<file path="src/rtl/bus_arb_pkg.sv">
// Shared types and default sizing for the round-robin bus arbiter.
package bus_arb_pkg;

  typedef enum logic [1:0] {
    IDLE  = 2'd0,
    GRANT = 2'd1,
    TURN  = 2'd2
  } arb_state_e;

  localparam int N_REQ_DEF    = 4;
  localparam int SEL_W_DEF    = 2;
  localparam int MAX_HOLD_DEF = 8;

endpackage

</file>
<file path="src/rtl/rr_pick.sv">
// Combinational rotating-priority picker: first set req bit after index last.
module rr_pick
  import bus_arb_pkg::*;
#(
  parameter int N_REQ = N_REQ_DEF,
  parameter int SEL_W = SEL_W_DEF
) (
  input  logic [N_REQ-1:0] req,
  input  logic [SEL_W-1:0] last,
  output logic [SEL_W-1:0] idx,
  output logic             valid
);

  logic [SEL_W-1:0] cand_s;

  // Walk last+1 .. last+N_REQ; SEL_W-bit addition wraps because N_REQ == 2**SEL_W.
  always_comb begin
    idx    = last;
    valid  = 1'b0;
    cand_s = last;
    for (int i = 1; i <= N_REQ; i++) begin
      cand_s = last + SEL_W'(i);
      idx    = (req[cand_s] && !valid) ? cand_s : idx;
      valid  = valid | req[cand_s];
    end
  end

endmodule

</file>
<file path="src/rtl/bus_arbiter_rr.sv">
// Round-robin owner arbiter with hold limit and one-cycle turnaround for a tri-state bus.
// Optional macro BUS_ARB_LOCK_EN adds a lock input that defers the hold-limit release.
module bus_arbiter_rr
  import bus_arb_pkg::*;
#(
  parameter int N_REQ    = N_REQ_DEF,
  parameter int SEL_W    = SEL_W_DEF,
  parameter int MAX_HOLD = MAX_HOLD_DEF
) (
  input  logic             clk,
  input  logic             rst_n,
  input  logic [N_REQ-1:0] req,
`ifdef BUS_ARB_LOCK_EN
  input  logic             lock,
`endif
  output logic [SEL_W-1:0] sel,
  output logic             enable,
  output logic [N_REQ-1:0] grant,
  output logic             hold_expired
);

  localparam int               CNT_W    = $clog2(MAX_HOLD + 1);
  localparam logic [CNT_W-1:0] CNT_MAX  = CNT_W'(MAX_HOLD);
  localparam logic [CNT_W-1:0] CNT_ONE  = {{(CNT_W-1){1'b0}}, 1'b1};
  localparam logic [CNT_W-1:0] CNT_ZERO = {CNT_W{1'b0}};
  localparam logic [N_REQ-1:0] ONE_HOT0 = {{(N_REQ-1){1'b0}}, 1'b1};

  arb_state_e       state_r, state_n;
  logic [SEL_W-1:0] sel_r, sel_n;
  logic [SEL_W-1:0] last_r, last_n;
  logic [CNT_W-1:0] hold_cnt_r, hold_cnt_n;
  logic [N_REQ-1:0] grant_r, grant_n;
  logic             enable_r, enable_n;
  logic             hold_expired_r, hold_expired_n;

  logic [SEL_W-1:0] pick_idx_s;
  logic             pick_valid_s;
  logic             owner_req_s;
  logic             others_s;
  logic             at_max_s;
  logic             lock_s;

`ifdef BUS_ARB_LOCK_EN
  assign lock_s = lock;
`else
  assign lock_s = 1'b0;
`endif

  rr_pick #(
    .N_REQ (N_REQ),
    .SEL_W (SEL_W)
  ) u_rr_pick (
    .req   (req),
    .last  (last_r),
    .idx   (pick_idx_s),
    .valid (pick_valid_s)
  );

  assign owner_req_s = req[sel_r];
  assign others_s    = |(req & ~(ONE_HOT0 << sel_r));
  assign at_max_s    = (hold_cnt_r == CNT_MAX);

  // State and registered-output flops; last starts at N_REQ-1 so req[0] wins first.
  always_ff @(posedge clk or negedge rst_n) begin
    if (!rst_n) begin
      state_r        <= IDLE;
      sel_r          <= {SEL_W{1'b0}};
      last_r         <= {SEL_W{1'b1}};
      hold_cnt_r     <= CNT_ZERO;
      grant_r        <= {N_REQ{1'b0}};
      enable_r       <= 1'b0;
      hold_expired_r <= 1'b0;
    end else begin
      state_r        <= state_n;
      sel_r          <= sel_n;
      last_r         <= last_n;
      hold_cnt_r     <= hold_cnt_n;
      grant_r        <= grant_n;
      enable_r       <= enable_n;
      hold_expired_r <= hold_expired_n;
    end
  end

  // Next-state decision.
  always_comb begin
    state_n = state_r;
    case (state_r)
      IDLE, TURN: begin
        state_n = pick_valid_s ? GRANT : IDLE;
      end
      GRANT: begin
        if (!owner_req_s) begin
          state_n = TURN;
        end else if (at_max_s && others_s && !lock_s) begin
          state_n = TURN;
        end else begin
          state_n = GRANT;
        end
      end
      default: begin
        state_n = IDLE;
      end
    endcase
  end

  // Next values of the registered outputs and hold counter.
  always_comb begin
    sel_n          = sel_r;
    last_n         = last_r;
    hold_cnt_n     = hold_cnt_r;
    grant_n        = {N_REQ{1'b0}};
    enable_n       = 1'b0;
    hold_expired_n = 1'b0;
    case (state_r)
      IDLE, TURN: begin
        if (pick_valid_s) begin
          sel_n      = pick_idx_s;
          last_n     = pick_idx_s;
          grant_n    = ONE_HOT0 << pick_idx_s;
          enable_n   = 1'b1;
          hold_cnt_n = CNT_ONE;
        end else begin
          hold_cnt_n = CNT_ZERO;
        end
      end
      GRANT: begin
        if (!owner_req_s) begin
          hold_cnt_n = CNT_ZERO;
        end else if (at_max_s && lock_s) begin
          grant_n    = grant_r;
          enable_n   = 1'b1;
          hold_cnt_n = CNT_MAX;
        end else if (at_max_s && others_s) begin
          hold_expired_n = 1'b1;
          hold_cnt_n     = CNT_ZERO;
        end else if (at_max_s) begin
          // Sole requester: renew the grant in place, no turnaround.
          grant_n    = grant_r;
          enable_n   = 1'b1;
          hold_cnt_n = CNT_ONE;
        end else begin
          grant_n    = grant_r;
          enable_n   = 1'b1;
          hold_cnt_n = hold_cnt_r + CNT_ONE;
        end
      end
      default: begin
        hold_cnt_n = CNT_ZERO;
      end
    endcase
  end

  assign sel          = sel_r;
  assign enable       = enable_r;
  assign grant        = grant_r;
  assign hold_expired = hold_expired_r;

endmodule

</file>
<file path="config.mk">
export PLATFORM = sky130hd
export DESIGN_NAME = bus_arbiter_rr
export DESIGN_NICKNAME = d
export VERILOG_FILES = /design/src/rtl/bus_arb_pkg.sv /design/src/rtl/rr_pick.sv /design/src/rtl/bus_arbiter_rr.sv
export SDC_FILE = /design/constraint.sdc
export NUM_CORES = 1
export LEC_CHECK = 0
export CAP_MARGIN = 15
export CORE_UTILIZATION = 45
export CTS_CLUSTER_SIZE = 14
export DETAILED_ROUTE_END_ITERATION = 10
export PLACE_DENSITY = 0.73
export RECOVER_POWER = 100
export SYNTH_ARGS = -nofsm -noshare
export SYNTH_HDL_FRONTEND = slang
export SYNTH_SLANG_ARGS = --single-unit
</file>
<file path="constraint.sdc">
create_clock -name clk -period 1.4 [get_ports clk]
set_input_delay 0.28 -clock clk [delete_from_list [all_inputs] [get_ports clk]]
set_output_delay 0.28 -clock clk [all_outputs]
set_load 0.005 [all_outputs]
</file>
==> implementation parameters, run 1 <==
Parameter                              Value

Logic synthesis
  Dominant cell type by area after synthesis ... sky130_fd_sc_hd__dfrtp_1
  Nets in the synthesized netlist ... 83
  Post-synth top area share ... 40.8%
  Post-Synthesis Cells ... 75
  Post-synth top cells ... 13 x sky130_fd_sc_hd__dfrtp_1, 8 x sky130_fd_sc_hd__nor2_1, 5 x sky130_fd_sc_hd__nand2b_1
  Flip-flop and latch count after synthesis ... 15
  Commonest register cell after synthesis ... sky130_fd_sc_hd__dfrtp_1
  Yosys warning count ... 0
  Combined area of all synthesized cells ... 798 um2
  Async set or reset register ratio after synthesis ... 100%
  Cell types occupying the most area after synthesis ... sky130_fd_sc_hd__dfrtp_1 41%, sky130_fd_sc_hd__dfstp_2 6.6%, sky130_fd_sc_hd__nand2b_1 3.9%
  Proportion of synthesized chip area in sequential cells ... 47.3%
  Number of enable flip-flop cells after synthesis ... 0
  Number of unique standard cell types used by synthesis ... 29
  Most frequent cell after synthesis ... sky130_fd_sc_hd__dfrtp_1
  Average size of a mapped cell ... 10.6 um2

Clock tree
  Hold buffer count at cts ... 0
  Clk slew on worst S/H paths ... 90 ps
  Clock network latency to the later pin of the worst-skew pair ... 290 ps
  CTS tree ... yes
  Clock root buffer ... sky130_fd_sc_hd__clkbuf_4
  Level count of the clock H-tree ... 1
  CTS max path bufs ... 2
  Number of clock buffers inserted by TritonCTS ... 3
  Sink Count ... 15

Global routing
  Leftover overflow at the end of global routing ... 0
  Wire length of the first global-routing pass ... 2820 um
  Aggregate global-route resource usage ... 20.4%
  Number of global-route vias before repair ... 619
  Maximum number of pins on one net before global-route repair ... 11
  Antenna violations before repair ... 0

Placed design
  Area post-placement ... 1070 um2
  Last weighted congestion value of the routability-driven placer ... 0.803
  Input/output buffers ... 13
  DP HPWL ... 1260 um

Drt
  Number of vias per cell after detailed routing ... 5.79
  Detailed Route Iter0 Violations ... 10
  Total wirelength of the detailed-routed design ... 1810 um
  Drt drc ... 0
  Vias ... 730
  Number of routed nets with antenna violations ... 0
  Number of optimization iterations in the first detailed-route pass ... 6
  Final routed wire length divided by cell count ... 14.3 um

STA
  Period minus WS final ... 1500 ps
  Number of pins with negative max-slew slack in the final report ... 0
  Slew @ Worst Pin ... 518 ps
  Setup violation total in the final timing report ... 11
  Fin worst setup slack ... -103 ps
  Hold Vio Cnt, Final ... 0
  Largest clock skew in the final design ... 7.29 ps
  Setup repair after global routing missed its margin ... true
  Max frequency ... 0.665 GHz
  Setup TNS ... -557 ps
  Final cycle utilization of the critical path ... 107%
  Worst hold-check slack ... 287 ps
  Slew headroom ... 65.5%

Floorplan
  Std-Cell Core Area ... 1580 um2
  Initial core utilization ... 50.6%
  Row Count ... 14
  Count of boundary I/O pins ... 14
  Die ar. ... 1950 um2
  Width of the chip ... 44.1 um
  Vertical extent of the die ... 44.1 um

Outcome
  Failing checks ... negative setup slack
  Run status ... complete, but fails checks

Power and ir drop
  Peak supply drop ... 1.11 mV
  Power Density ... 1960 nW/um2
  Static leakage ... 0.539 nW

Setup path
  Critical path peak fanout ... 7
  Crit. End Element ... register
  Reg-to-reg startpoint ... last_r[1]$_DFFE_PN1P_
  Arrival time of the worst setup path ... 1710 ps
  Worst Path Class, Setup ... register to register
  Origin of the worst setup path ... last_r[1]$_DFFE_PN1P_
  Crit path required time ... 1610 ps
  Startpoint kind of the worst setup timing path ... register

Cells and area
  Synthesis-to-layout area growth ... 42.9%
  Number of nets in the final layout ... 119
  Filler cell count ... 121
  Final cell area excluding filler cells ... 1140 um2
  Fraction of final layout cells sized beyond drive strength 1 ... 31.8%
  ANT cells ... 0

Hold path
  Worst min-delay path category ... input port to asynchronous set/reset pin

Job
  Max-capacitance violation count ... 0
-- critical path, stage by stage, from the launching register on --
cell and delay [ps]:
sky130_fd_sc_hd__dfstp_2 600, sky130_fd_sc_hd__nand2b_4 140, sky130_fd_sc_hd__o22ai_2 90, sky130_fd_sc_hd__a221o_1 300, sky130_fd_sc_hd__buf_4 140, sky130_fd_sc_hd__o2bb2ai_1 140
-- power breakdown --
group / switching, W / leakage, nW / internal (W)
Clock: 0.000143 / 0.0177 / 0.000106
Combinational: 0.000542 / 0.333 / 0.000676
Sequential: 0.000146 / 0.188 / 0.000627
-- routing by layer --
layer / global-route usage [%] / routed length [um] / part of all wire, % / vias to the layer above
met2: 30.3 / 871 / 48 / 29
met3: 2.45 / 89 / 4.9 / 6
met5: 0 / 0 / 0 / -
li1: - / - / - / 344
met1: 29.5 / 812 / 45 / 351
met4: 10.9 / 31 / 1.7 / 0
-- what timing repair did --
action                                  4_1_cts  5_1_grt
endpoints found under the setup margin       16       15
pin swaps                                     1        3
resized for setup                            11        6
buffers inserted                              2        2
cloned                                        0        0
-- cells in the final DEF (no fill, tap or decap), types with 4 or more instances in the layout --
cell,instances
sky130_fd_sc_hd__buf_4,18
sky130_fd_sc_hd__dfrtp_1,12
sky130_fd_sc_hd__dlygate4sd2_1,10
sky130_fd_sc_hd__nor2_1,6
sky130_fd_sc_hd__nand2_1,4
sky130_fd_sc_hd__nand3_1,4
sky130_fd_sc_hd__nand2b_1,4
sky130_fd_sc_hd__a21oi_1,4
-- metrics by stage --
stage	utilization [%]	cells	setup slack [ps]	total power, W
floorplan	-	75	-49.4	0.00141
global placement	67.6	118	-405	0.00186
detailed placement	67.6	118	-421	0.00189
CTS	69.7	124	-98.0	0.00212
global route	72.4	126	-162	0.00241
finish	72.4	126	-103	0.00224
-- final timing paths --
check,endpoint,slack (ps),cells after the start
max,grant[0]$_DFFE_PN0P_,-100,5
min,grant[3]$_DFFE_PN0P_,290,1
max reg2reg,grant[0]$_DFFE_PN0P_,-100,5
min reg2reg,grant[0]$_DFFE_PN0P_,510,1
max in group asynchronous,sel[0]$_DFFE_PN0P_,360,2
min in group clk,grant[0]$_DFFE_PN0P_,510,1
-- sequential cells by signal (all words and copies together) (netlist names) --
name / cells
hold_cnt_r: 4
hold_expired: 1
sel: 2
grant: 4
state_r: 1
last_r: 2
enable: 1
-- cell families after synthesis --
family / count (synthesis) / synth area share, %
mux: 3 / 5.33
xor+xnor: 2 / 2.19
buf+inv: 5 / 2.66
simple gates: 29 / 18.8
compound gates: 19 / 20.5
flops: 15 / 47.3
fa+ha+maj: 2 / 3.13
-- area by class of cell --
class	count	area [um2]	area share [%]
Clock inverter	1	5.00	0.439
Multi-Input combinational cell	55	435	38.2
Clock buffer	3	22.5	1.97
Tap cell	16	20.0	1.75
Sequential cell	15	379	33.2
Inverter	3	11.3	0.987
Timing Repair Buffer	33	268	23.5
Power figures use the tool's default switching activity.
==> inputs of run 2 (changes only) <==
--- a/config.mk
+++ b/config.mk
@@ -5,12 +5,14 @@
 export SDC_FILE = /design/constraint.sdc
 export NUM_CORES = 1
 export LEC_CHECK = 0
-export CAP_MARGIN = 15
+export CAP_MARGIN = 10
+export CORE_ASPECT_RATIO = 0.9
 export CORE_UTILIZATION = 45
 export CTS_CLUSTER_SIZE = 14
 export DETAILED_ROUTE_END_ITERATION = 10
 export PLACE_DENSITY = 0.73
 export RECOVER_POWER = 100
+export SKIP_LAST_GASP = 1
 export SYNTH_ARGS = -nofsm -noshare
 export SYNTH_HDL_FRONTEND = slang
 export SYNTH_SLANG_ARGS = --single-unit
==> implementation parameters, run 2 (synthesis gave the netlist of run 1 again) <==
Parameter                              Value

Outcome
  Run status ... complete, but fails checks
  Failing checks ... negative setup slack

STA
  Number of pins with negative max-slew slack in the final report ... 0
  Period minus WS final ... 1500 ps
  Worst hold-check slack ... 494 ps
  Final cycle utilization of the critical path ... 107%
  Slew @ Worst Pin ... 808 ps
  Slew headroom ... 46.1%
  Max frequency ... 0.668 GHz
  Setup violation total in the final timing report ... 6
  Largest clock skew in the final design ... 5.07 ps
  Fin worst setup slack ... -96.2 ps
  Setup TNS ... -414 ps
  Setup repair after global routing missed its margin ... true
  Hold Vio Cnt, Final ... 0

Global routing
  Aggregate global-route resource usage ... 19.8%
  Wire length of the first global-routing pass ... 2780 um
  Antenna violations before repair ... 0
  Most congested layer reported by global routing ... met2
  Leftover overflow at the end of global routing ... 0
  GR Util met3 ... 3.91%
  Met2 track demand over resource ... 30.0%
  Number of global-route vias before repair ... 671
  Met1 track demand over resource ... 28.6%
  Maximum number of pins on one net before global-route repair ... 16

Setup path
  Arrival time of the worst setup path ... 1670 ps
  Crit. End Element ... register
  Critical path peak fanout ... 6
  Crit path required time ... 1570 ps
  Startpoint kind of the worst setup timing path ... register
  Worst Path Class, Setup ... register to register

Cells and area
  Combined flip-flop and latch cell area ... 380 um2
  Number of nets in the final layout ... 115
  Synthesis-to-layout area growth ... 41.1%
  Final cell area excluding filler cells ... 1130 um2
  Fraction of final layout cells sized beyond drive strength 1 ... 30.2%
  Filler cell count ... 148
  ANT cells ... 0
  Area occupied by multi-input gates ... 442 um2
  Commonest cells after routing, fill and taps aside ... 15 x sky130_fd_sc_hd__buf_4, 11 x sky130_fd_sc_hd__dfrtp_1, 8 x sky130_fd_sc_hd__dlygate4sd2_1
  Leading cell type in the layout, fill and taps excluded ... sky130_fd_sc_hd__buf_4
  Post-route core utilization ... 67.7%

Floorplan
  Vertical extent of the die ... 42.0 um
  Width of the chip ... 46.4 um
  Die ar. ... 1950 um2
  Initial core utilization ... 48.0%
  Std-Cell Core Area ... 1660 um2
  Count of boundary I/O pins ... 14
  Row Count ... 14

Drt
  Number of routed nets with antenna violations ... 0
  Detailed Route Iter0 Violations ... 11
  Final routed wire length divided by cell count ... 13.8 um
  Number of optimization iterations in the first detailed-route pass ... 4
  Total wirelength of the detailed-routed design ... 1800 um
  Drt drc ... 0
  Vias ... 690
  Number of vias per cell after detailed routing ... 5.31

Power and ir drop
  Share of power burned in registers ... 35.8%
  Share of total power in combinational logic ... 52.8%
  Relative contribution of the clock network to total power ... 11.5%
  Power Density ... 1920 nW/um2
  Sw Share ... 37.1%
  Peak supply drop ... 1.33 mV
  Switching pwr ... 0.000803 W
  Static leakage ... 0.514 nW
  Cell-internal power ... 0.00136 W

Clock tree
  Level count of the clock H-tree ... 1
  CTS tree ... yes
  Clock network latency to the later pin of the worst-skew pair ... 280 ps
  Sink Count ... 15
  Hold buffer count at cts ... 0
  Clk slew on worst S/H paths ... 90 ps
  Number of clock buffers inserted by TritonCTS ... 3
  Clock root buffer ... sky130_fd_sc_hd__clkbuf_4
  CTS max path bufs ... 2

Placed design
  Area post-placement ... 1060 um2
  Last weighted congestion value of the routability-driven placer ... 0.777
  DP HPWL ... 1270 um
  Input/output buffers ... 13
  Post-place setup slack ... -424 ps

Job
  Max-capacitance violation count ... 0

Hold path
  Worst min-delay path category ... register to register
==> run 2: critical path: stages (launching register included) <==
cell                       delay [ps]
sky130_fd_sc_hd__dfrtp_2          430
sky130_fd_sc_hd__mux4_2           560
sky130_fd_sc_hd__nand2b_4         110
sky130_fd_sc_hd__a31oi_4           50
sky130_fd_sc_hd__a32o_1           230
==> run 2: area by class of cell <==
cell class,count,area share [%]
clock buffer,4,2.33
inverter,3,1.00
multi-input combinational,55,39.2
sequential,15,33.8
tap,24,2.67
timing repair buffer,29,21.0
==> run 2: metrics by stage <==
step                power (W)  instances
finish                0.00216        130
detailed placement    0.00186        124
CTS                   0.00210        130
floorplan             0.00141         75
global route          0.00232        130
global placement      0.00183        124
==> run 2: metal layers <==
layer | wire length (um) | share of wire [%]
met1 | 828 | 46
met2 | 877 | 49
met3 | 78 | 4.3
met4 | 13 | 0.72
met5 | 0 | 0
==> run 2: what timing repair did <==
| action | 4_1_cts | 5_1_grt |
|---|---|---|
| pin swaps | 2 | 2 |
| setup endpoints to repair | 21 | 16 |
| gates resized for setup | 10 | 7 |
| buffers inserted | 2 | 0 |
==> run 2: worst paths after layout <==
| kind | startpoint | endpoint | slack (ps) | depth (start not counted) |
|---|---|---|---|---|
| max reg2reg | sel[0]$_DFFE_PN0P_ | grant[1]$_DFFE_PN0P_ | -100 | 4 |
| max | sel[0]$_DFFE_PN0P_ | grant[1]$_DFFE_PN0P_ | -100 | 4 |
| max in group asynchronous | rst_n | sel[1]$_DFFE_PN0P_ | 260 | 2 |
| min | grant[1]$_DFFE_PN0P_ | grant[1]$_DFFE_PN0P_ | 490 | 1 |
| min in group asynchronous | rst_n | state_r[1]$_DFF_PN0_ | 590 | 2 |
| min reg2reg | grant[1]$_DFFE_PN0P_ | grant[1]$_DFFE_PN0P_ | 490 | 1 |
==> run 2: power groups by stage <==
stage	Sequential, W	Combinational (W)	Clock, W
3_3_place_gp	0.000792	0.00104	0
3_5_place_dp	0.000797	0.00107	0
2_1_floorplan	0.000768	0.000641	0
4_1_cts	0.000767	0.00109	0.000249
6_report	0.000773	0.00114	0.000248
5_1_grt	0.000798	0.00125	0.000275
